## src/rtl/ob_rsp_egress_pkg.sv

```systemverilog
// ob_rsp_egress_pkg: shared types and constants for the response egress path.
// Build option OB_RSP_EGRESS_CHECKSUM_EN selects the 16-byte checksummed frame.
package ob_rsp_egress_pkg;

  // Frame sync tag carried in byte0[7:3] of every frame.
  localparam logic [4:0] RSP_FRAME_HDR_TAG = 5'b10100;

`ifdef OB_RSP_EGRESS_CHECKSUM_EN
  localparam int RSP_FRAME_BYTES_N = 16;
`else
  localparam int RSP_FRAME_BYTES_N = 15;
`endif

  typedef logic [3:0] rsp_frame_idx_t;

  localparam rsp_frame_idx_t RSP_FRAME_LAST_IDX = rsp_frame_idx_t'(RSP_FRAME_BYTES_N - 1);

  // Response status; serialized raw, never interpreted here.
  typedef enum logic [2:0] {
    S_Okay       = 3'b000,
    S_Fill       = 3'b001,
    S_CancelHit  = 3'b010,
    S_CancelMiss = 3'b011,
    S_Bad        = 3'b100,
    S_Rsv5       = 3'b101,
    S_Rsv6       = 3'b110,
    S_Rsv7       = 3'b111
  } status_t;

  typedef struct packed {
    logic [31:0] uid;
    status_t     status;
    logic [79:0] result;
  } rsp_t;

  typedef enum logic {
    ST_IDLE = 1'b0,
    ST_SEND = 1'b1
  } egress_state_t;

endpackage

```

## src/rtl/ob_rsp_egress_if.sv

```systemverilog
// ob_rsp_egress_if: response-in / byte-stream-out handshake bundle.
// master = engine/link side, slave = egress serializer.
interface ob_rsp_egress_if;
  import ob_rsp_egress_pkg::*;

  logic       rsp_vld;
  rsp_t       rsp;
  logic       rsp_accept;
  logic       out_vld;
  logic [7:0] out_data;
  logic       out_sop;
  logic       out_eop;
  logic       out_accept;

  modport master (
    output rsp_vld, rsp, out_accept,
    input  rsp_accept, out_vld, out_data, out_sop, out_eop
  );

  modport slave (
    input  rsp_vld, rsp, out_accept,
    output rsp_accept, out_vld, out_data, out_sop, out_eop
  );

endinterface

```

## src/rtl/ob_rsp_egress_mux.sv

```systemverilog
// ob_rsp_egress_mux: selects frame byte [idx] from the held response.
// Covers the header, uid and result bytes; indices past them yield zero.
module ob_rsp_egress_mux
  import ob_rsp_egress_pkg::*;
#(
  parameter logic [4:0] HDR_TAG = RSP_FRAME_HDR_TAG
) (
  input  rsp_t           hold,
  input  rsp_frame_idx_t idx,
  output logic [7:0]     frame_byte
);

  // Header, uid and result laid out MSB first, byte0 in the top bits.
  logic [119:0] frame;

  assign frame = {HDR_TAG, hold.status, hold.uid, hold.result};

  // Byte select by index.
  always_comb begin
    // NOTE: default first so every index path assigns frame_byte and no latch is inferred.
    frame_byte = 8'h00;
    for (int i = 0; i < 15; i++) begin
      if (idx == rsp_frame_idx_t'(i)) frame_byte = frame[119 - 8*i -: 8];
    end
  end

endmodule

```

## src/rtl/ob_rsp_egress.sv

```systemverilog
// ob_rsp_egress: serializes one response word per handshake into a byte frame.
// Define OB_RSP_EGRESS_CHECKSUM_EN to append an XOR checksum byte (16-byte frame);
// otherwise the frame is 15 bytes with no checksum.
module ob_rsp_egress
  import ob_rsp_egress_pkg::*;
#(
  parameter logic [4:0] HDR_TAG = RSP_FRAME_HDR_TAG
) (
  input  logic           clk,
  input  logic           rst,
  ob_rsp_egress_if.slave bus,
  output logic           busy_r,
  output logic [15:0]    frames_sent_r
);

  egress_state_t  state_q, state_d;
  rsp_frame_idx_t idx_q, idx_d;
  rsp_t           hold_q;
  logic           load;
  logic           last_acc;
  logic           rsp_accept;
  logic           out_vld;
  logic           byte_acc;
  logic [7:0]     mux_byte;
  logic [7:0]     frame_byte;

  ob_rsp_egress_mux #(.HDR_TAG(HDR_TAG)) u_mux (
    .hold       (hold_q),
    .idx        (idx_q),
    .frame_byte (mux_byte)
  );

  assign out_vld  = (state_q == ST_SEND);
  assign byte_acc = out_vld && bus.out_accept;

  // Next state, byte index and response-side accept.
  always_comb begin
    state_d    = state_q;
    idx_d      = idx_q;
    load       = 1'b0;
    last_acc   = 1'b0;
    rsp_accept = 1'b0;
    case (state_q)
      ST_IDLE: begin
        rsp_accept = 1'b1;
        if (bus.rsp_vld) begin
          load    = 1'b1;
          idx_d   = '0;
          state_d = ST_SEND;
        end
      end
      ST_SEND: begin
        if (byte_acc) begin
          if (idx_q == RSP_FRAME_LAST_IDX) begin
            // Last byte leaving: the slot frees this cycle, so a waiting response
            // can be taken now and start the next frame with no bubble.
            last_acc   = 1'b1;
            rsp_accept = 1'b1;
            idx_d      = '0;
            if (bus.rsp_vld) load = 1'b1;
            else             state_d = ST_IDLE;
          end else begin
            idx_d = idx_q + 1'b1;
          end
        end
      end
    endcase
  end

  // FSM, byte index, busy flag and completed-frame counter.
  always_ff @(posedge clk or posedge rst) begin
    // NOTE: non-blocking assignments so all registers update from pre-edge values.
    if (rst) begin
      state_q       <= ST_IDLE;
      idx_q         <= '0;
      busy_r        <= 1'b0;
      frames_sent_r <= '0;
    end else begin
      state_q <= state_d;
      idx_q   <= idx_d;
      busy_r  <= (state_d == ST_SEND);
      if (last_acc) frames_sent_r <= frames_sent_r + 16'd1;
    end
  end

  // Holding register: captures the response on each accepted handshake.
  always_ff @(posedge clk or posedge rst) begin
    // NOTE: data-only register is still reset so an abandoned frame leaves nothing stale.
    if (rst)       hold_q <= '0;
    else if (load) hold_q <= bus.rsp;
  end

`ifdef OB_RSP_EGRESS_CHECKSUM_EN
  logic [7:0] csum_q;

  // Running XOR of the bytes accepted so far; restarts with each new frame.
  always_ff @(posedge clk or posedge rst) begin
    if (rst)           csum_q <= '0;
    else if (load)     csum_q <= '0;
    else if (byte_acc) csum_q <= csum_q ^ frame_byte;
  end

  assign frame_byte = (idx_q == RSP_FRAME_LAST_IDX) ? csum_q : mux_byte;
`else
  assign frame_byte = mux_byte;
`endif

  assign bus.rsp_accept = rsp_accept;
  assign bus.out_vld    = out_vld;
  assign bus.out_data   = out_vld ? frame_byte : 8'h00;
  assign bus.out_sop    = out_vld && (idx_q == '0);
  assign bus.out_eop    = out_vld && (idx_q == RSP_FRAME_LAST_IDX);

endmodule
```

## src/flat_wrapper.sv

```systemverilog
// flat-port wrapper written by rule: the top's interface ports become plain ports
module ob_rsp_egress_flat import ob_rsp_egress_pkg::*;
#(
  parameter logic [4:0] HDR_TAG = RSP_FRAME_HDR_TAG
)
  (clk, rst, busy_r, frames_sent_r, bus_rsp_vld, bus_rsp, bus_out_accept, bus_rsp_accept, bus_out_vld, bus_out_data, bus_out_sop, bus_out_eop);
  ob_rsp_egress_if bus_i ();
  input  logic clk;
  input  logic rst;
  output logic busy_r;
  output logic [15:0] frames_sent_r;
  input wire logic [$bits(bus_i.rsp_vld)-1:0] bus_rsp_vld;
  input wire logic [$bits(bus_i.rsp)-1:0] bus_rsp;
  input wire logic [$bits(bus_i.out_accept)-1:0] bus_out_accept;
  output wire logic [$bits(bus_i.rsp_accept)-1:0] bus_rsp_accept;
  output wire logic [$bits(bus_i.out_vld)-1:0] bus_out_vld;
  output wire logic [$bits(bus_i.out_data)-1:0] bus_out_data;
  output wire logic [$bits(bus_i.out_sop)-1:0] bus_out_sop;
  output wire logic [$bits(bus_i.out_eop)-1:0] bus_out_eop;
  assign bus_i.rsp_vld = bus_rsp_vld;
  assign bus_i.rsp = bus_rsp;
  assign bus_i.out_accept = bus_out_accept;
  assign bus_rsp_accept = bus_i.rsp_accept;
  assign bus_out_vld = bus_i.out_vld;
  assign bus_out_data = bus_i.out_data;
  assign bus_out_sop = bus_i.out_sop;
  assign bus_out_eop = bus_i.out_eop;
  ob_rsp_egress #(.HDR_TAG(HDR_TAG)) u_core (.clk(clk), .rst(rst), .bus(bus_i), .busy_r(busy_r), .frames_sent_r(frames_sent_r));
endmodule
```

## config.mk

```make
export PLATFORM = sky130hd
export DESIGN_NAME = ob_rsp_egress_flat
export DESIGN_NICKNAME = d
export VERILOG_FILES = /design/src/rtl/ob_rsp_egress_pkg.sv /design/src/rtl/ob_rsp_egress_if.sv /design/src/rtl/ob_rsp_egress_mux.sv /design/src/rtl/ob_rsp_egress.sv /design/src/flat_wrapper.sv
export SDC_FILE = /design/constraint.sdc
export NUM_CORES = 1
export LEC_CHECK = 0
export CAP_MARGIN = 20
export CORE_UTILIZATION = 33
export DETAILED_ROUTE_END_ITERATION = 8
export HOLD_SLACK_MARGIN = 0.15
export PLACE_DENSITY = 0.56
export SYNTH_ARGS = -nofsm -noshare
export SYNTH_HDL_FRONTEND = slang
export SYNTH_SLANG_ARGS = --single-unit
```

## constraint.sdc

```tcl
create_clock -name clk -period 4.6 [get_ports clk]
set_input_delay 0.92 -clock clk [delete_from_list [all_inputs] [get_ports clk]]
set_output_delay 0.92 -clock clk [all_outputs]
set_load 0.02 [all_outputs]
```

---- Yosys cells after proc, flatten, opt, wreduce, memory -nomap -nowiden ----
Index checks and enable logic that the tools add are counted.
word-level totals
  bits in registers ....................... 136
operators by class
  add/subtract/negate cells ............... 2
  eq/ne operators ......................... 16
  muxes and demuxes ....................... 31
  bitwise logic cells ..................... 1
  reduce and logical (&&, ||, !) cells .... 5
operators by type and width
  cell                                                 number
  2-to-1 mux 8 bit                                     16
  equality test 4 bit, second input constant           7
  adder 16 x 1 -> 16 bit, second input constant        1
  equality test 4 x 3 -> 1 bit, second input constant  4
  2-to-1 mux 4 bit                                     3
  equality test 4 x 2 -> 1 bit, second input constant  2
  2-to-1 mux 1 bit                                     8
  one-hot mux 4 bit (2 select lines)                   1
  one-hot mux 1 bit (2 select lines)                   3
  adder 4 x 1 -> 4 bit, second input constant          1
  equality test 4 x 1 -> 1 bit, second input constant  1
  logical NOT 4 bit                                    1
  != test 2 bit, second input constant                 2
  logical AND 1 bit                                    3
  AND reduction 2 bit                                  1
  inverter 1 bit                                       1

---- Logic depth before layout (Yosys ltp) ----
Gate-level depths: netlist (run 1).
  depth after elaboration ................. 17
  mapped depth ............................ 9

---- By module ----
A second synthesis (run 1) with hierarchy kept.
second synthesis, totals
  cells, all modules ...................... 559
  area, all modules ....................... 6976.7 um2
modules (own cells, without submodules)
  module             times used  cells an instance  area each (um2)  sequential area each (um2)
  ob_rsp_egress      1           346                5620.4           3403.3
  ob_rsp_egress_mux  1           213                1356.3           0.0

---- Least setup slack after synthesis (run 1) ----
OpenSTA, ideal clock, no wires.
  kind .................................... register -> output
  start ................................... register u_core.idx_q[0]
  end ..................................... output bus_out_data[1]
  data arrival time ....................... 1843 ps
  setup slack ............................. 1837 ps
  stages on the path, launching flop included .. 9
  path buffers ............................ 3
  cells stage by stage .................... dfrtp_1 buf_6 clkbuf_1 inv_1 clkbuf_1 o221ai_1 a21oi_1 o21ai_0 a21oi_1
between the ends
  word-level cells in the longest chain between the ends .. 17
  elaborated cells between the ends (all ways) .. 31
  classes of those cells .................. 14 x eq/ne; 16 x mux; 1 x reduce/logical
ends and longest elaborated chain
  item                             RTL line                 text
  from (decl)                      ob_rsp_egress.sv:17      rsp_frame_idx_t idx_q, idx_d;
  from (signal assigned)           ob_rsp_egress.sv:80      idx_q <= idx_d;
  logical NOT 4 bit                ob_rsp_egress_mux.sv:23  if (idx == rsp_frame_idx_t'(i)) frame_byte = frame[119 - 8*i -: 8];
  2-to-1 mux 8 bit (14 in series)  ob_rsp_egress_mux.sv:23
  2-to-1 mux 8 bit (*)             ob_rsp_egress_mux.sv:23
  2-to-1 mux 8 bit (*)             ob_rsp_egress.sv:110     assign bus.out_data = out_vld ? frame_byte : 8'h00;
  to (decl)                        flat_wrapper.sv:17       output wire logic [$bits(bus_i.out_data)-1:0] bus_out_data;
Mark *: on every way between the ends. The rest lies on a longest branch, timed or not.

---- Worst setup path in the final report (run 1) ----
  start ................................... register u_core.idx_q[0]
  end ..................................... output bus_out_data[5]
Same word-level chain as after synthesis.

==> impl_metrics.env, run 1 <==
export IMPL_worst_path_max_fanout=20
export IMPL_drv_cap=0
export IMPL_setup_tns_ns=0
export IMPL_wl_per_cell_um=18.88
export IMPL_root_buffer="clkbuf_16"
export IMPL_drive_gt1_frac=0.2666
export IMPL_hold_worst_slack_ns=0.4740
export IMPL_via_count=4832
export IMPL_avgSynthCellArea_um2=12.09
export IMPL_drc=0
export IMPL_synth_cells=541
export IMPL_leakagePower_nw=3.778
export IMPL_status="finished, final reports clean"
export IMPL_fin_skew_ns=0.01190
export IMPL_p_total_mw=3.967
export IMPL_final_min_clock_period_ns=4.123
export IMPL_drt_wl_total_mm=18.11
export IMPL_yosysMostFrequentCell="dfrtp_1"
export IMPL_cts_tree="done"
export IMPL_placed_area_um2=8289
export IMPL_clk_pin_slew_ns=0.06
export IMPL_synthFlopType="dfrtp_1"
export IMPL_antenna_found_initial=0
export IMPL_clock_fmax_mhz=242.5
export IMPL_final_hold_viol_count=0
export IMPL_power_density_nw_per_um2=446.1
export IMPL_worst_pin_slew_ns=0.8400
export IMPL_die_area_um2=20380
export IMPL_grt_pass1_wl_mm=28.19
export IMPL_post_cts_buffers=0
export IMPL_die_width_um=142.8
export IMPL_design_area_um2=8892
export IMPL_ios=148
export IMPL_min_period_over_period=0.8963
export IMPL_fin_cells=959
export IMPL_ant_nets=0
export IMPL_hpwl_mm=13.41
export IMPL_dp_cells=927
export IMPL_path_class="flop to output port"
export IMPL_grt_start_max_net_pins=94
export IMPL_critPathRequiredTime_ns=3.68
export IMPL_rsz0062_at_grt="false"
export IMPL_synth_cell_types=54
export IMPL_start_util=0.3360
export IMPL_htreeDepth=4
export IMPL_finalNetCount=801
export IMPL_grt_usage=0.1870
export IMPL_clock_latency_ns=0.42
export IMPL_synth_seq_area_share=0.5205
export IMPL_setup_viol=0
export IMPL_n_antenna_cell=0
export IMPL_r2r_start="u_core.idx_q[0]"
export IMPL_relSlewSlack=0.4400
export IMPL_timing_final_ws_setup_ns=0.4769
export IMPL_viasPerCell=5.039
export IMPL_ctsHoldBuffers=0
export IMPL_ys_top_cells_by_area="dfrtp_1 (52%), mux2_2 (22%), o21ai_0 (1.8%), nand2_1 (1.7%), a21oi_1 (1.7%)"
export IMPL_synth_common_cells="dfrtp_1 (136), mux2_2 (125), nand2_1 (30)"
export IMPL_synth_top_area_cell="dfrtp_1"
export IMPL_crit_start="u_core.idx_q[0]"
export IMPL_min_from="u_core.frames_sent_r[15]"
export IMPL_syn_to_final_growth_pct=35.99
export IMPL_synth_edf_count=0
export IMPL_die_h_um=142.8
export IMPL_globalRoute_totalOverflow=0
export IMPL_gp_congestion=0.8792
export IMPL_syn_cell_area_um2=6539
export IMPL_yosys_area_top_type_share=0.5205
export IMPL_ir_drop_uv=291.4
export IMPL_cts_sinks=136
export IMPL_cp_arrival_ns=3.20
export IMPL_dr_pass1_iters=6
export IMPL_yosysWarnings=0
export IMPL_cp_start_kind="flop"
export IMPL_cts_made_buffers=17
export IMPL_io_buffers=147
export IMPL_async_reset_ff_frac=1.000
export IMPL_cts_resized=0
export IMPL_clockBufferDepth=2
export IMPL_post_route_util=0.4569
export IMPL_ys_ff_latch=136
export IMPL_core_area_um2=19460
export IMPL_pre_cts_ws_ns=0.9096
export IMPL_rows=51
export IMPL_drtIter0Drc=210
export IMPL_grt_pass1_vias=4978
export IMPL_worstHoldPathType="flop to flop"
export IMPL_synth_nets=661
export IMPL_maxSlewViolCount=0
export IMPL_worstSetupEndpointType="output port"
placed cells by master, fill, tap and decap left out, types with 7 or more instances in the layout:
cell type	n
clkbuf_16	17
nand3_1	12
nand2_1	29
nor2_1	19
a21oi_1	22
o211ai_1	14
dfrtp_1	134
mux2_2	125
a22oi_1	9
o21ai_0	23
xnor2_1	10
inv_1	8
nor2b_1	9
mux2i_1	8
nor3_1	7
buf_4	11
and3_1	7
clkdlybuf4s50_1	147
sequential cells by signal (all words and copies together), names as in the netlist:
name / cells
u_core.busy_r: 1
u_core.idx_q: 4
u_core.hold_q: 115
u_core.frames_sent_r: 16
layer usage:
layer | routed length (µm) | up-vias | part of all wire | GRT usage
met1 | 8475 | 2379 | 0.47 | 0.2549
met3 | 900 | 21 | 0.050 | 0.04561
li1 | - | 2260 | - | -
met4 | 304 | 0 | 0.017 | 0.05716
met2 | 8424 | 172 | 0.47 | 0.2923
met5 | 0 | - | 0 | 0
final cells by class:
type	instances	area, µm²
sequential	136	3406
fill	1802	10570
multi-input combinational	357	2935
timing repair buffer	159	1574
clock inverter	15	177.7
inverter	10	42.54
clock buffer	17	425.4
tap	265	331.6
logic make-up (layout without fill, tap and decap cells):
| group | count (synthesis) | count (layout) | share of synthesized area |
|---|---|---|---|
| AOI/OAI and AO/OA | 101 | 101 | 0.1020 |
| buffers and inverters | 48 | 201 | 0.03176 |
| DFF | 136 | 136 | 0.5205 |
| xor gates and xnor gates | 15 | 15 | 0.02009 |
| muxes | 136 | 136 | 0.2378 |
| adders and majority gates | 1 | 1 | 0.001913 |
| and+or+nand+nor | 104 | 104 | 0.08592 |
worst paths after layout:
kind / slack [ns] / cells after the start / endpoint
max reg2reg: 1.74 / 6 / u_core.hold_q[112]
min: 0.47 / 1 / u_core.frames_sent_r[15]
max: 0.48 / 8 / bus_out_data[5]
min in group asynchronous: 1.05 / 2 / u_core.hold_q[48]
max in group asynchronous: 2.71 / 3 / u_core.hold_q[10]
min reg2reg: 0.47 / 1 / u_core.frames_sent_r[15]
report_power, final:
part	internal (mW)	switching [mW]	total (mW)
combinational	0.516	0.464	0.980
sequential	1.41	0.191	1.60
clock	0.853	0.533	1.39
worst max-delay path, cell delays in order (launching register included):
cell and delay [ns]:
dfrtp_2 0.63, buf_4 0.27, nor2b_1 0.34, buf_4 0.23, a22oi_1 0.07, o32ai_1 0.23, a2111oi_0 0.10, o32ai_1 0.22
clkdlybuf4s50_1 0.68
(Power assumes the default switching activity.)
==> run 2, diff against run 1 <==
- GPL_ROUTABILITY_DRIVEN: unset -> 0
==> run 2 against run 1 <==
Compared with the run above: via count hardly changed; die area stayed put; setup slack worse by 0.17 ns; critical path depth is 2 lower; design area is 0.49% lower; combinational power is 2% lower; largest cell class unchanged.
==> impl_metrics.env, run 2 (synthesized netlist as in run 1, its figures left out) <==
export IMPL_ios=148
export IMPL_path_class="flop to output port"
export IMPL_globalRoute_totalOverflow=0
export IMPL_rows=51
export IMPL_antenna_found_initial=0
export IMPL_clock_fmax_mhz=233.1
export IMPL_die_width_um=142.8
export IMPL_leakagePower_nw=3.754
export IMPL_multi_input_area_um2=2935
export IMPL_hpwl_mm=13.20
export IMPL_grt_pass1_vias=5032
export IMPL_start_util=0.3360
export IMPL_worstSetupEndpointType="output port"
export IMPL_cp_start_kind="flop"
export IMPL_setup_tns_ns=0
export IMPL_post_route_util=0.4546
export IMPL_clk_pin_slew_ns=0.06
export IMPL_layout_common_cells="clkdlybuf4s50_1 (147), dfrtp_1 (134), mux2_2 (125)"
export IMPL_cts_tree="done"
export IMPL_finalNetCount=799
export IMPL_cts_made_buffers=17
export IMPL_final_min_clock_period_ns=4.289
export IMPL_ff_latch_area_um2=3406
export IMPL_root_buffer="clkbuf_16"
export IMPL_drt_wl_total_mm=17.93
export IMPL_die_area_um2=20380
export IMPL_maxSlewViolCount=0
export IMPL_fin_cells=957
export IMPL_status="finished, final reports clean"
export IMPL_cts_resized=0
export IMPL_layout_commonest_cell="clkdlybuf4s50_1"
export IMPL_clock_latency_ns=0.42
export IMPL_post_cts_buffers=0
export IMPL_drive_gt1_frac=0.2645
export IMPL_worst_path_max_fanout=26
export IMPL_grt_start_max_net_pins=92
export IMPL_dr_pass1_iters=4
export IMPL_relSlewSlack=0.4162
export IMPL_cp_arrival_ns=3.37
export IMPL_clockBufferDepth=2
export IMPL_timing_final_ws_setup_ns=0.3108
export IMPL_critPathRequiredTime_ns=3.68
export IMPL_final_hold_viol_count=0
export IMPL_ant_nets=0
export IMPL_dp_cells=925
export IMPL_grt_pass1_wl_mm=27.64
export IMPL_rsz0062_at_grt="false"
export IMPL_nFillCells=1785
export IMPL_hold_worst_slack_ns=0.4881
export IMPL_ir_drop_uv=254.9
export IMPL_cts_sinks=136
export IMPL_die_h_um=142.8
export IMPL_setup_viol=0
export IMPL_power_density_nw_per_um2=440.4
export IMPL_min_period_over_period=0.9324
export IMPL_worstHoldPathType="flop to flop"
export IMPL_ctsHoldBuffers=0
export IMPL_core_area_um2=19460
export IMPL_io_buffers=147
export IMPL_largest_reg_flops=115
export IMPL_drtIter0Drc=309
export IMPL_viasPerCell=5.053
export IMPL_wl_per_cell_um=18.73
export IMPL_fin_skew_ns=0.01030
export IMPL_top_register="u_core.hold_q"
export IMPL_grt_usage=0.1833
export IMPL_drv_cap=0
export IMPL_worst_pin_slew_ns=0.8757
export IMPL_pre_cts_ws_ns=0.8369
export IMPL_drc=0
export IMPL_via_count=4836
export IMPL_n_antenna_cell=0
export IMPL_htreeDepth=4
export IMPL_top_regs="u_core.hold_q x115, u_core.frames_sent_r x16, u_core.idx_q x4"
export IMPL_syn_to_final_growth_pct=35.32
-- run 2: cell count changes in the layout (fill, tap and decap cells not counted), sizes merged --
| cell | delta |
|---|---|
| buf | -2 |
| clkbuf | +2 |
| bufinv | -2 |
-- run 2: through the flow --
stage | cell area (µm²) | total power, mW
5_1_grt | 8848 | 4.083
4_1_cts | 8848 | 3.933
3_3_place_gp | 8274 | 2.577
6_report | 8848 | 3.897
2_1_floorplan | 6539 | 2.159
3_5_place_dp | 8274 | 2.594
-- run 2: worst paths after layout --
path / end / start / cells past startpoint / slack, ns
max: bus_out_data[0] / u_core.idx_q[3] / 6 / 0.31
min: u_core.frames_sent_r[15] / u_core.frames_sent_r[15] / 1 / 0.49
max reg2reg: u_core.hold_q[95] / u_core.idx_q[0] / 6 / 1.57
min reg2reg: u_core.frames_sent_r[15] / u_core.frames_sent_r[15] / 1 / 0.49
max in group asynchronous: u_core.hold_q[10] / rst / 3 / 2.64
min in group asynchronous: u_core.hold_q[71] / rst / 2 / 1.06
-- run 2: area by class of cell --
cell class	count	share of cell area
clock buffers	19	0.05119
clock inverters	13	0.01372
inverters	10	0.004808
multi-input cells	357	0.3317
flip-flops and latches	136	0.3849
well taps	265	0.03747
repair buffers	157	0.1762
-- run 2: where the power goes --
part	leakage, nW	switching (mW)	internal, mW
Combinational	1.79	0.450	0.514
Sequential	1.70	0.205	1.41
Clock	0.268	0.544	0.775
Total	3.75	1.20	2.70
-- run 2: worst max-delay path, stage by stage (launching register included) --
cell,delay [ns]
dfrtp_1,0.91
nor2b_1,0.58
nand2_1,0.21
o21bai_1,0.19
a32oi_1,0.19
o221a_2,0.25
clkdlybuf4s50_1,0.60
-- run 2: routing by layer --
layer / share of wire / vias to the layer above / global-route usage
met2: 0.47 / 177 / 0.2817
met1: 0.46 / 2391 / 0.2489
met3: 0.051 / 24 / 0.04594
li1: - / 2244 / -
met5: 0 / - / 0
met4: 0.022 / 0 / 0.06735
==> run 3, diff against run 2 <==
- CORE_ASPECT_RATIO: unset -> 1.5
- GPL_TIMING_DRIVEN: unset -> 1
- MAX_ROUTING_LAYER: unset -> met4
==> run 3 against run 2 <==
Compared with the run above: hold slack worse by 0.017 ns; setup slack better by 0.13 ns; clock-buffer cell count is 2 higher; first-iteration DRC count is 0.97% higher; cell count is 1.1% lower; critical endpoint is now bus_out_data[5]; largest cell class unchanged; highest routed layer unchanged.
==> impl_metrics.env, run 3 (synthesized netlist as in run 1, its figures left out) <==
export IMPL_reg2reg_to="u_core.hold_q[65]"
export IMPL_viasPerCell=5.125
export IMPL_worstHoldPathType="flop to flop"
export IMPL_wl_per_cell_um=19.20
export IMPL_design_area_um2=8867
export IMPL_crit_family="buffers and inverters"
export IMPL_die_area_um2=20390
export IMPL_ant_nets=0
export IMPL_ff2ff_setup_slack_ns=1.18
export IMPL_cts_sinks=136
export IMPL_grt_pass1_wl_mm=28.44
export IMPL_dr_pass1_iters=7
export IMPL_endpoint="bus_out_data[5]"
export IMPL_dp_cells=916
export IMPL_cp_arrival_ns=3.24
export IMPL_rows=62
export IMPL_r2r_cells=7
export IMPL_drt_wl_total_mm=18.16
export IMPL_largest_reg_flops=115
export IMPL_ir_drop_uv=236.4
export IMPL_leakagePower_nw=3.786
export IMPL_path_buf_inv=2
export IMPL_hold_worst_slack_ns=0.4709
export IMPL_min_period_over_period=0.9033
export IMPL_post_cts_buffers=0
export IMPL_cts_resized=0
export IMPL_post_route_util=0.4591
export IMPL_layout_common_cells="clkdlybuf4s50_1 (147), dfrtp_1 (135), mux2_2 (125)"
export IMPL_grt_start_max_net_pins=86
export IMPL_core_area_um2=19320
export IMPL_die_h_um=174.4
export IMPL_final_hold_viol_count=0
export IMPL_cp_start_kind="flop"
export IMPL_fin_cells=946
export IMPL_htreeDepth=4
export IMPL_relSlewSlack=0.4766
export IMPL_ctsHoldBuffers=0
export IMPL_syn_to_final_growth_pct=35.61
export IMPL_critPathRequiredTime_ns=3.68
export IMPL_final_min_clock_period_ns=4.155
export IMPL_grt_usage=0.1960
export IMPL_slowest_delay_ns=0.84
export IMPL_n_antenna_cell=0
export IMPL_globalRoute_totalOverflow=0
export IMPL_grt_pass1_vias=5248
export IMPL_path_cells="inv_1 -> o211ai_1 -> a31oi_1 -> a2111oi_0 -> o32ai_1 -> clkdlybuf4s50_1"
export IMPL_nFillCells=1812
export IMPL_start_util=0.3385
export IMPL_finalNetCount=799
export IMPL_path_class="flop to output port"
export IMPL_rsz0062_at_grt="false"
export IMPL_path_depth=6
export IMPL_cts_tree="done"
export IMPL_timing_final_ws_setup_ns=0.4450
export IMPL_clock_fmax_mhz=240.7
export IMPL_worst_path_max_fanout=34
export IMPL_clock_latency_ns=0.42
export IMPL_drive_gt1_frac=0.2594
export IMPL_cts_made_buffers=17
export IMPL_die_width_um=116.9
export IMPL_setup_tns_ns=0
export IMPL_status="finished, final reports clean"
export IMPL_worst_pin_slew_ns=0.7850
export IMPL_root_buffer="clkbuf_16"
export IMPL_crit_slowest_cell="dfrtp_2"
export IMPL_clk_pin_slew_ns=0.06
export IMPL_crit_start="u_core.idx_q[0]"
export IMPL_drtIter0Drc=312
export IMPL_hpwl_mm=13.64
export IMPL_layout_commonest_cell="clkdlybuf4s50_1"
export IMPL_placed_area_um2=8249
export IMPL_antenna_found_initial=0
export IMPL_maxSlewViolCount=0
export IMPL_drc=0
export IMPL_pre_cts_ws_ns=0.9138
export IMPL_top_register="u_core.hold_q"
export IMPL_via_count=4848
export IMPL_r2r_start="u_core.idx_q[0]"
export IMPL_ios=148
export IMPL_setup_viol=0
export IMPL_worstSetupEndpointType="output port"
export IMPL_fin_skew_ns=0.008440
export IMPL_top_regs="u_core.hold_q x115, u_core.frames_sent_r x16, u_core.idx_q x4"
export IMPL_clockBufferDepth=2
export IMPL_power_density_nw_per_um2=451.2
export IMPL_p_total_mw=4.001
export IMPL_drv_cap=0
export IMPL_io_buffers=147
[run 3: power breakdown]
part           internal [mW]  leakage, nW  switching (mW)
Combinational          0.509         1.78           0.486
Clock                  0.939        0.305           0.486
Sequential              1.41         1.70           0.170
[run 3: worst min-delay path by stage]
stage / startpoint / to / slack (ns) / depth (start not counted)
after floorplan: u_core.hold_q[31] / u_core.hold_q[31] / 0.47 / 1
after global placement: u_core.frames_sent_r[15] / u_core.frames_sent_r[15] / 0.47 / 1
after detailed placement: u_core.frames_sent_r[15] / u_core.frames_sent_r[15] / 0.47 / 1
after CTS: u_core.frames_sent_r[15] / u_core.frames_sent_r[15] / 0.48 / 1
after global routing: u_core.frames_sent_r[15] / u_core.frames_sent_r[15] / 0.50 / 1
final: u_core.frames_sent_r[15] / u_core.frames_sent_r[15] / 0.47 / 1
[run 3: metal layers]
layer	wire length (µm)	track usage	up-vias
met3	908	0.04324	16
met2	10020	0.3447	167
met1	6908	0.2131	2413
met5	0	-	-
li1	-	-	2252
met4	325	0.06909	0
[run 3: final cells by class]
type                    instances  area [µm²]  share of cell area
flip-flops and latches        136        3405              0.3839
multi-input cells             357        2935              0.3310
repair buffers                157        1546              0.1744
clock buffers                  21       470.5             0.05305
well taps                     256       320.3             0.03612
clock inverters                 9       147.6             0.01665
inverters                      10       42.54            0.004798
